==> src/rtl/apb_master_bridge.sv <==
// APB requester bridge: turns single valid/ready read/write commands into
// IDLE -> SETUP -> ACCESS bus transfers and reports each completion with a
// registered one-cycle response pulse. An optional watchdog ends transfers
// that sit in ACCESS too long without p_ready.
module apb_master_bridge #(
    parameter int A_WIDTH        = 8,
    parameter int D_WIDTH        = 8,
    parameter int TIMEOUT_CYCLES = 16
) (
    input  logic               p_clk,
    input  logic               p_rst,
    // command side
    input  logic               cmd_valid,
    output logic               cmd_ready,
    input  logic               cmd_write,
    input  logic [A_WIDTH-1:0] cmd_addr,
    input  logic [D_WIDTH-1:0] cmd_wdata,
    // response side
    output logic               rsp_valid,
    output logic [D_WIDTH-1:0] rsp_rdata,
    output logic               rsp_err,
    output logic               rsp_timeout,
    // APB side
    output logic               p_sel,
    output logic               p_enable,
    output logic               p_write,
    output logic [A_WIDTH-1:0] p_addr,
    output logic [D_WIDTH-1:0] wr_data,
    input  logic [D_WIDTH-1:0] rd_data,
    input  logic               p_ready,
    input  logic               p_slverr,
    // state export for bound assertion modules
    output logic [1:0]         state
);

    typedef enum logic [1:0] {
        S_IDLE   = 2'd0,
        S_SETUP  = 2'd1,
        S_ACCESS = 2'd2
    } state_t;

    // The wait counter only ever needs to hold TIMEOUT_CYCLES-1: the cycle
    // that would make it reach TIMEOUT_CYCLES is the terminating cycle.
    localparam int CNT_W   = (TIMEOUT_CYCLES > 1) ? $clog2(TIMEOUT_CYCLES) : 1;
    localparam int TO_LAST = (TIMEOUT_CYCLES > 0) ? TIMEOUT_CYCLES - 1 : 0;
    localparam bit TO_EN   = (TIMEOUT_CYCLES > 0);
    localparam logic [CNT_W-1:0] TO_LAST_C = CNT_W'(TO_LAST);

    state_t             cur_state;
    state_t             next_state;
    logic [CNT_W-1:0]   wait_cnt;
    logic               complete;
    logic               timed_out;
    logic               accept;

    assign state  = cur_state;
    assign accept = cmd_valid && cmd_ready;

    // State register; reset takes the bus back to IDLE immediately.
    always_ff @(posedge p_clk or posedge p_rst) begin
        if (p_rst) begin
            // NOTE: sequential state uses non-blocking assignments so every
            // register samples pre-edge values regardless of block ordering.
            cur_state <= S_IDLE;
        end else begin
            cur_state <= next_state;
        end
    end

    // Next-state decode and bus/handshake outputs from the current state.
    always_comb begin
        // NOTE: every output gets a default first so no path infers a latch.
        next_state = cur_state;
        p_sel      = 1'b0;
        p_enable   = 1'b0;
        cmd_ready  = 1'b0;
        complete   = 1'b0;
        timed_out  = 1'b0;
        case (cur_state)
            S_IDLE: begin
                cmd_ready = 1'b1;
                if (cmd_valid) begin
                    next_state = S_SETUP;
                end
            end
            S_SETUP: begin
                p_sel      = 1'b1;
                next_state = S_ACCESS;
            end
            S_ACCESS: begin
                p_sel    = 1'b1;
                p_enable = 1'b1;
                if (p_ready) begin
                    // p_ready beats the timeout threshold in the same cycle.
                    complete   = 1'b1;
                    cmd_ready  = 1'b1;
                    next_state = cmd_valid ? S_SETUP : S_IDLE;
                end else if (TO_EN && (wait_cnt == TO_LAST_C)) begin
                    timed_out  = 1'b1;
                    next_state = S_IDLE;
                end
            end
            default: begin
                // Unused encoding: outputs stay deasserted, recover to IDLE.
                next_state = S_IDLE;
            end
        endcase
        // IDLE is also the reset state, so cmd_ready must be masked while
        // reset is held to keep every output low.
        if (p_rst) begin
            cmd_ready = 1'b0;
        end
    end

    // Wait-state counter: counts ACCESS cycles without p_ready, clears on exit.
    always_ff @(posedge p_clk or posedge p_rst) begin
        if (p_rst) begin
            wait_cnt <= '0;
        end else if (TO_EN && (cur_state == S_ACCESS) && !p_ready && !timed_out) begin
            wait_cnt <= wait_cnt + CNT_W'(1);
        end else begin
            wait_cnt <= '0;
        end
    end

    // Transfer registers: loaded only at an accept edge, held otherwise.
    always_ff @(posedge p_clk or posedge p_rst) begin
        if (p_rst) begin
            p_write <= 1'b0;
            p_addr  <= '0;
            wr_data <= '0;
        end else if (accept) begin
            p_write <= cmd_write;
            p_addr  <= cmd_addr;
            wr_data <= cmd_wdata;
        end
    end

    // Response pulse: registered at the completing or terminating edge.
    always_ff @(posedge p_clk or posedge p_rst) begin
        if (p_rst) begin
            rsp_valid   <= 1'b0;
            rsp_rdata   <= '0;
            rsp_err     <= 1'b0;
            rsp_timeout <= 1'b0;
        end else begin
            rsp_valid   <= complete || timed_out;
            rsp_rdata   <= (complete && !p_write) ? rd_data : '0;
            rsp_err     <= (complete && p_slverr) || timed_out;
            rsp_timeout <= timed_out;
        end
    end

endmodule

==> config.mk <==
export PLATFORM = sky130hd
export DESIGN_NAME = apb_master_bridge
export DESIGN_NICKNAME = d
export VERILOG_FILES = /design/src/rtl/apb_master_bridge.sv
export SDC_FILE = /design/constraint.sdc
export NUM_CORES = 1
export LEC_CHECK = 0
export CORE_ASPECT_RATIO = 1.4
export CORE_MARGIN = 2
export CORE_UTILIZATION = 38
export CTS_CLUSTER_SIZE = 8
export DETAILED_ROUTE_END_ITERATION = 10
export MAX_ROUTING_LAYER = met4
export PLACE_DENSITY = 0.75
export SKIP_CTS_REPAIR_TIMING = 1
export SLEW_MARGIN = 20
export SYNTH_ARGS = -nofsm -noshare
export SYNTH_HDL_FRONTEND = slang
export SYNTH_SLANG_ARGS = --single-unit
==> constraint.sdc <==
create_clock -name p_clk -period 2.1 [get_ports p_clk]
set_input_delay 0.42 -clock p_clk [delete_from_list [all_inputs] [get_ports p_clk]]
set_output_delay 0.42 -clock p_clk [all_outputs]
set_load 0.03 [all_outputs]
==> flow_summary_export.csv, run 1 <==
group,metric,value,unit
synthesis,synth_seq_cells,34,
finish,finalNonFillerCells,204,
finish,ff_latch_area,851,µm²
run,maxCapViolations,0,
detailed_routing,drc,0,
cts,h-tree-depth,2,
synthesis,netlist_instances,92,
setup_path,critPathLaunch,"state[0]$_DFFE_PP0P_",
cts,clockBufferDepth,2,
setup_path,cp-start-kind,"flop",
pwr,p_leak,0.975,nW
detailed_routing,first_pass_iters,3,
synthesis,syn_nets,127,
finish,drive_above_1_share,22.0,%
synthesis,yosys_warnings,0,
finish,diodes,0,
global_route,use_met1,17.8,%
cts,cts_tree,"yes",
setup_path,critPathRequiredTime,1680,ps
hold_path,hold_depth,1,
finish,fillers,276,
detailed_routing,num_vias,933,
sta,skew,4.66,ps
sta,setup_viol,0,
detailed_routing,dr.first_iter.drc_count,17,
global_route,grt_util_met2,28.0,%
floorplanning,io_pins,63,
detailed_routing,wl_per_cell,14.3,µm
setup_path,r2r_cells,6,
global_route,antenna_found_initial,0,
setup_path,r2r_slack,350,ps
synthesis,ys_seq_area_share,63.4,%
cts,clkTransAtPathRegs,70,ps
finish,multi_input_area,468,µm²
global_route,grtUsageTotal,17.0,%
hold_path,min_from,"wait_cnt[0]$_DFF_PP0_",
floorplanning,die_h,74.3,µm
synthesis,synth_flop_cell,"dfrtp_1",
setup_path,worstPathArrival,1490,ps
global_route,overflow,0,
sta,max_freq,0.524,GHz
cts,cts.sinks,34,
status,status,"complete, no violations",
floorplanning,dieWidth,54.2,µm
finish,final_common_cell,"clkdlybuf4s50_1",
detailed_routing,wl,2.91,mm
setup_path,cp_slowest_cell,"dfrtp_1",
synthesis,synth_area,1340,µm²
floorplanning,coreArea,3380,µm²
setup_path,crit_path_end_kind,"primary output",
place,dpl.cell_count,196,
sta,grt_setup_unrepaired,"false",
finish,nNetsFinal,198,
place,dp_hpwl,2.27,mm
synthesis,synth_cell_types,22,
floorplanning,dieArea,4030,µm²
global_route,grt_pass1_wl,4.58,mm
finish,finish.utilization,64.0,%
sta,period_minus_slack,1910,ps
sta,drv_slew,0,
floorplanning,row_count,25,
setup_path,cpPeakStageDelay,410,ps
sta,tightest_slew,426,ps
setup_path,crit_fanout,6,
place,gp_congestion,0.815,
detailed_routing,routed_via_density,4.57,
sta,slew_headroom,71.6,%
sta,period_share,90.9,%
hold_path,min_to,"wait_cnt[0]$_DFF_PP0_",
setup_path,rr_startpoint,"state[0]$_DFFE_PP0P_",
floorplanning,initial_utilization,39.7,%
synthesis,synth_edf_count,0,
global_route,grt_max_degree,35,
pwr,powerDensity,1420,nW/µm²
pwr,peakVddDrop,0.000891,V
setup_path,r2r_end,"wr_data[1]$_DFFE_PP0P_",
setup_path,path_buf_inv,2,
setup_path,worst-setup-path-type,"flop to primary output",
global_route,grt_pass1_vias,967,
hold_path,hold_path_class,"flop to flop",
synthesis,avgSynthCellArea,14.6,µm²
cts,root_buffer,"clkbuf_8",
cts,cts_inserted_buffers,5,
finish,syn_to_final_growth,61.1,%
cts,clock_latency,280,ps
global_route,grt_util_met3,4.82,%
setup_path,worstSetupPathDepth,5,
sta,finalHoldViolCount,0,
global_route,busiest_layer,"met2",
synthesis,async_flop_share,100,%
detailed_routing,final_antenna_net_count,0,
setup_path,critical_path.top_delay_family,"flip-flops",
place,port_buffers,62,
finish,final_cell_mix,"59 x clkdlybuf4s50_1, 34 x dfrtp_1, 18 x mux2_2",
setup_path,path_cells,"inv_1 -> ha_2 -> a21oi_2 -> nor2_1 -> buf_4",
[sequential cells by signal, indices dropped and copies added, names as in the netlist]
| signal | cells |
|---|---|
| wait_cnt | 4 |
| state | 2 |
| wr_data | 8 |
| rsp_timeout | 1 |
| p_write | 1 |
| rsp_rdata | 8 |
| rsp_valid | 1 |
| rsp_err | 1 |
| p_addr | 8 |
[where the power goes]
| part | internal (W) | switching (W) |
|---|---|---|
| registers | 0.000860 | 0.000113 |
| logic | 0.000648 | 0.000744 |
| clock network | 0.000475 | 0.000240 |
| total | 0.00198 | 0.00110 |
[Yosys cell counts, drive strengths merged (2+ instances only)]
library cell	n	area (µm²)
nor2	6	22.5
nand3	2	10.0
inv	3	11.3
dfrtp	34	851
a21oi	2	13.8
ha	5	62.6
nand2	2	7.51
nor3b	2	26.3
and2	8	50.1
mux2	18	203
[worst max path at each step]
stage | to | slack (ps)
6_report | cmd_ready | 190
4_1_cts | p_sel | -110
3_3_place_gp | wr_data[7]$_DFFE_PP0P_ | 180
2_1_floorplan | p_addr[2]$_DFFE_PP0P_ | 30
3_5_place_dp | wr_data[1]$_DFFE_PP0P_ | 100
5_1_grt | cmd_ready | 140
[cell families (layout without fill, tap and decap cells)]
kind of cell	Yosys count	after routing	share of synthesized area, %
flops	34	34	63.4
simple gates	24	24	10.9
xor+xnor	2	2	1.30
buf+inv	4	76	1.96
compound gates	5	5	2.70
mux	18	18	15.1
fa+ha+maj	5	5	4.66
[routing by layer]
layer / share of wire [%] / vias up / routed length, µm
li1: - / 451 / -
met1: 38 / 440 / 1120
met4: 2.5 / 0 / 74
met5: 0 / - / 0
met3: 6.8 / 6 / 197
met2: 52 / 36 / 1520
[final cells by class]
class / count / area share (%)
flip-flops and latches: 34 / 39.3
repair buffers: 65 / 29.8
multi-input cells: 54 / 21.6
clock buffers: 5 / 3.18
clock inverters: 3 / 3.18
well taps: 40 / 2.31
inverters: 3 / 0.521
[through the flow]
stage / TNS (ps) / worst slack [ps] / total power, W / area (µm²) / hold WS (ps)
floorplan: 0 / 33.6 / 0.00180 / 1350 / 432
global placement: 0 / 182 / 0.00236 / 2020 / 455
detailed placement: 0 / 104 / 0.00240 / 2020 / 471
CTS: -192 / -106 / 0.00312 / 2160 / 486
global route: 0 / 137 / 0.00323 / 2160 / 507
finish: 0 / 191 / 0.00308 / 2160 / 478
[worst register-to-register path, delay by kind of cell, from the launching register on]
kind	cells	cell delay [ps]
buffers and inverters	2	330
adder cells (fa/ha/maj)	1	250
AO/OA/AOI/OAI	1	100
multiplexers	1	350
AND/OR/NAND/NOR	1	200
flip-flops	1	420
(Power assumes the default switching activity.)
==> inputs of run 2 (changes only) <==
--- a/config.mk
+++ b/config.mk
@@ -12,7 +12,6 @@
 export DETAILED_ROUTE_END_ITERATION = 10
 export MAX_ROUTING_LAYER = met4
 export PLACE_DENSITY = 0.75
-export SKIP_CTS_REPAIR_TIMING = 1
 export SLEW_MARGIN = 20
 export SYNTH_ARGS = -nofsm -noshare
 export SYNTH_HDL_FRONTEND = slang
==> run 2 against run 1 <==
Compared with the run above: sequential power barely moved; core utilization fell by 0.22 points; sequential share of layout area rose by 0.14 points; routed wire length rose by 0.27%; cell area fell by 0.35%; critical path depth fell by 2; combinational power barely moved; hold slack got worse by 2.7 ps; clock skew fell by 1.4 ps; flip-flop and latch count did not move; worst setup slack got worse by 4.1 ps; critical path type unchanged; critical endpoint is now p_sel; largest cell class unchanged.
==> flow_summary_export.csv, run 2 (synthesis results as in run 1) <==
group,metric,value,unit
detailed_routing,drc,0,
floorplanning,dieWidth,54.2,µm
floorplanning,initial_utilization,39.7,%
finish,final_cell_mix,"59 x clkdlybuf4s50_1, 34 x dfrtp_1, 18 x mux2_2",
finish,fillers,279,
run,maxCapViolations,0,
setup_path,path_cells,"inv_1 -> ha_1 -> dlygate4sd2_1",
finish,syn_to_final_growth,60.6,%
setup_path,worstPathArrival,1490,ps
finish,diodes,0,
sta,max_freq,0.523,GHz
sta,tightest_slew,422,ps
setup_path,cpPeakStageDelay,410,ps
place,port_buffers,62,
setup_path,path_buf_inv,2,
detailed_routing,final_antenna_net_count,0,
status,status,"complete, no violations",
sta,period_minus_slack,1910,ps
setup_path,critPathRequiredTime,1680,ps
floorplanning,coreArea,3380,µm²
detailed_routing,num_vias,931,
global_route,grt_pass1_wl,4.58,mm
detailed_routing,first_pass_iters,2,
global_route,grt_pass1_vias,967,
cts,clkTransAtPathRegs,70,ps
pwr,p_leak,0.954,nW
sta,skew,3.25,ps
place,gp_congestion,0.815,
cts,cts.sinks,34,
sta,finalHoldViolCount,0,
setup_path,crit_path_end_kind,"primary output",
sta,fin_setup_tns,0,ps
finish,drive_above_1_share,22.0,%
setup_path,worstSetupPathDepth,3,
cts,cts_hold_buf,0,
cts,root_buffer,"clkbuf_8",
detailed_routing,dr.first_iter.drc_count,7,
finish,nNetsFinal,198,
sta,drv_slew,0,
finish,finish.utilization,63.8,%
setup_path,worst-setup-path-type,"flop to primary output",
floorplanning,dieArea,4030,µm²
finish,reg.largest.list,"p_addr (8), rsp_rdata (8), wr_data (8)",
floorplanning,die_h,74.3,µm
cts,clockBufferDepth,2,
setup_path,cp_slowest_cell,"dfrtp_1",
hold_path,hold_path_class,"flop to flop",
detailed_routing,wl,2.92,mm
detailed_routing,routed_via_density,4.56,
global_route,overflow,0,
global_route,grt_max_degree,35,
floorplanning,io_pins,63,
pwr,peakVddDrop,0.000890,V
cts,h-tree-depth,2,
sta,grt_setup_unrepaired,"false",
cts,clock_latency,280,ps
cts,cts_inserted_buffers,5,
cts,cts_tree,"yes",
sta,setup_viol,0,
setup_path,cp-start-kind,"flop",
global_route,grtUsageTotal,17.0,%
global_route,antenna_found_initial,0,
setup_path,crit_fanout,4,
sta,period_share,91.1,%
hold_path,hold_depth,1,
sta,hold_ws,476,ps
place,dp_hpwl,2.27,mm
sta,slew_headroom,71.9,%
finish,final_common_cell,"clkdlybuf4s50_1",
setup_path,critical_path.top_delay_family,"buffers and inverters",
pwr,powerDensity,1420,nW/µm²
detailed_routing,wl_per_cell,14.3,µm
floorplanning,row_count,25,
setup_path,r2r_cells,6,
[run 2: changes by cell type in the layout (fill, tap and decap cells not counted)]
| cell | before | now |
|---|---|---|
| dlygate4sd2_1 | 0 | 2 |
| dlymetal6s2s_1 | 2 | 0 |
[run 2: what timing repair did]
item / CTS / global route
setup buffers: 0 / 0
endpoints found under the setup margin: 2 / 0
resized for setup: 2 / 0
endpoints found under the hold margin: 0 / 0
[run 2: through the flow]
step / area [µm²] / instances / worst slack, ps / total power (W)
final: 2160 / 204 / 187 / 0.00307
after global routing: 2160 / 204 / 117 / 0.00322
after CTS: 2160 / 204 / 170 / 0.00310
after detailed placement: 2020 / 196 / 104 / 0.00240
after global placement: 2020 / 196 / 182 / 0.00236
after floorplan: 1350 / 92 / 33.6 / 0.00180
[run 2: cell type report]
type | instances | area [µm²] | area share [%]
sequential | 34 | 851 | 39.5
inverter | 3 | 11.3 | 0.522
multi-input combinational | 54 | 468 | 21.7
clock buffer | 5 | 68.8 | 3.19
tap | 40 | 50.0 | 2.32
clock inverter | 3 | 68.8 | 3.19
timing repair buffer | 65 | 638 | 29.6
[run 2: path summary, 6_finish.rpt]
kind | from | to | slack, ps
setup reg to reg | state[0]$_DFFE_PP0P_ | wr_data[4]$_DFFE_PP0P_ | 350
min in group asynchronous | p_rst | rsp_valid$_DFF_PP0_ | 650
hold / removal | wait_cnt[0]$_DFF_PP0_ | wait_cnt[0]$_DFF_PP0_ | 480
max in group asynchronous | p_rst | wr_data[3]$_DFFE_PP0P_ | 1150
hold reg to reg | wait_cnt[0]$_DFF_PP0_ | wait_cnt[0]$_DFF_PP0_ | 480
setup / recovery | state[0]$_DFFE_PP0P_ | p_sel | 190
[run 2: metal layers]
metal	GRT usage, %	up-vias	share of wire, %
met2	28.0	36	52
li1	-	451	-
met4	9.17	0	2.5
met1	17.8	438	39
met3	4.82	6	6.6
met5	-	-	0
[run 2: power by group]
group / leakage, nW / switching [W] / internal [W]
combinational: 0.452 / 0.000744 / 0.000635
sequential: 0.434 / 0.000113 / 0.000859
clock: 0.0683 / 0.000242 / 0.000475
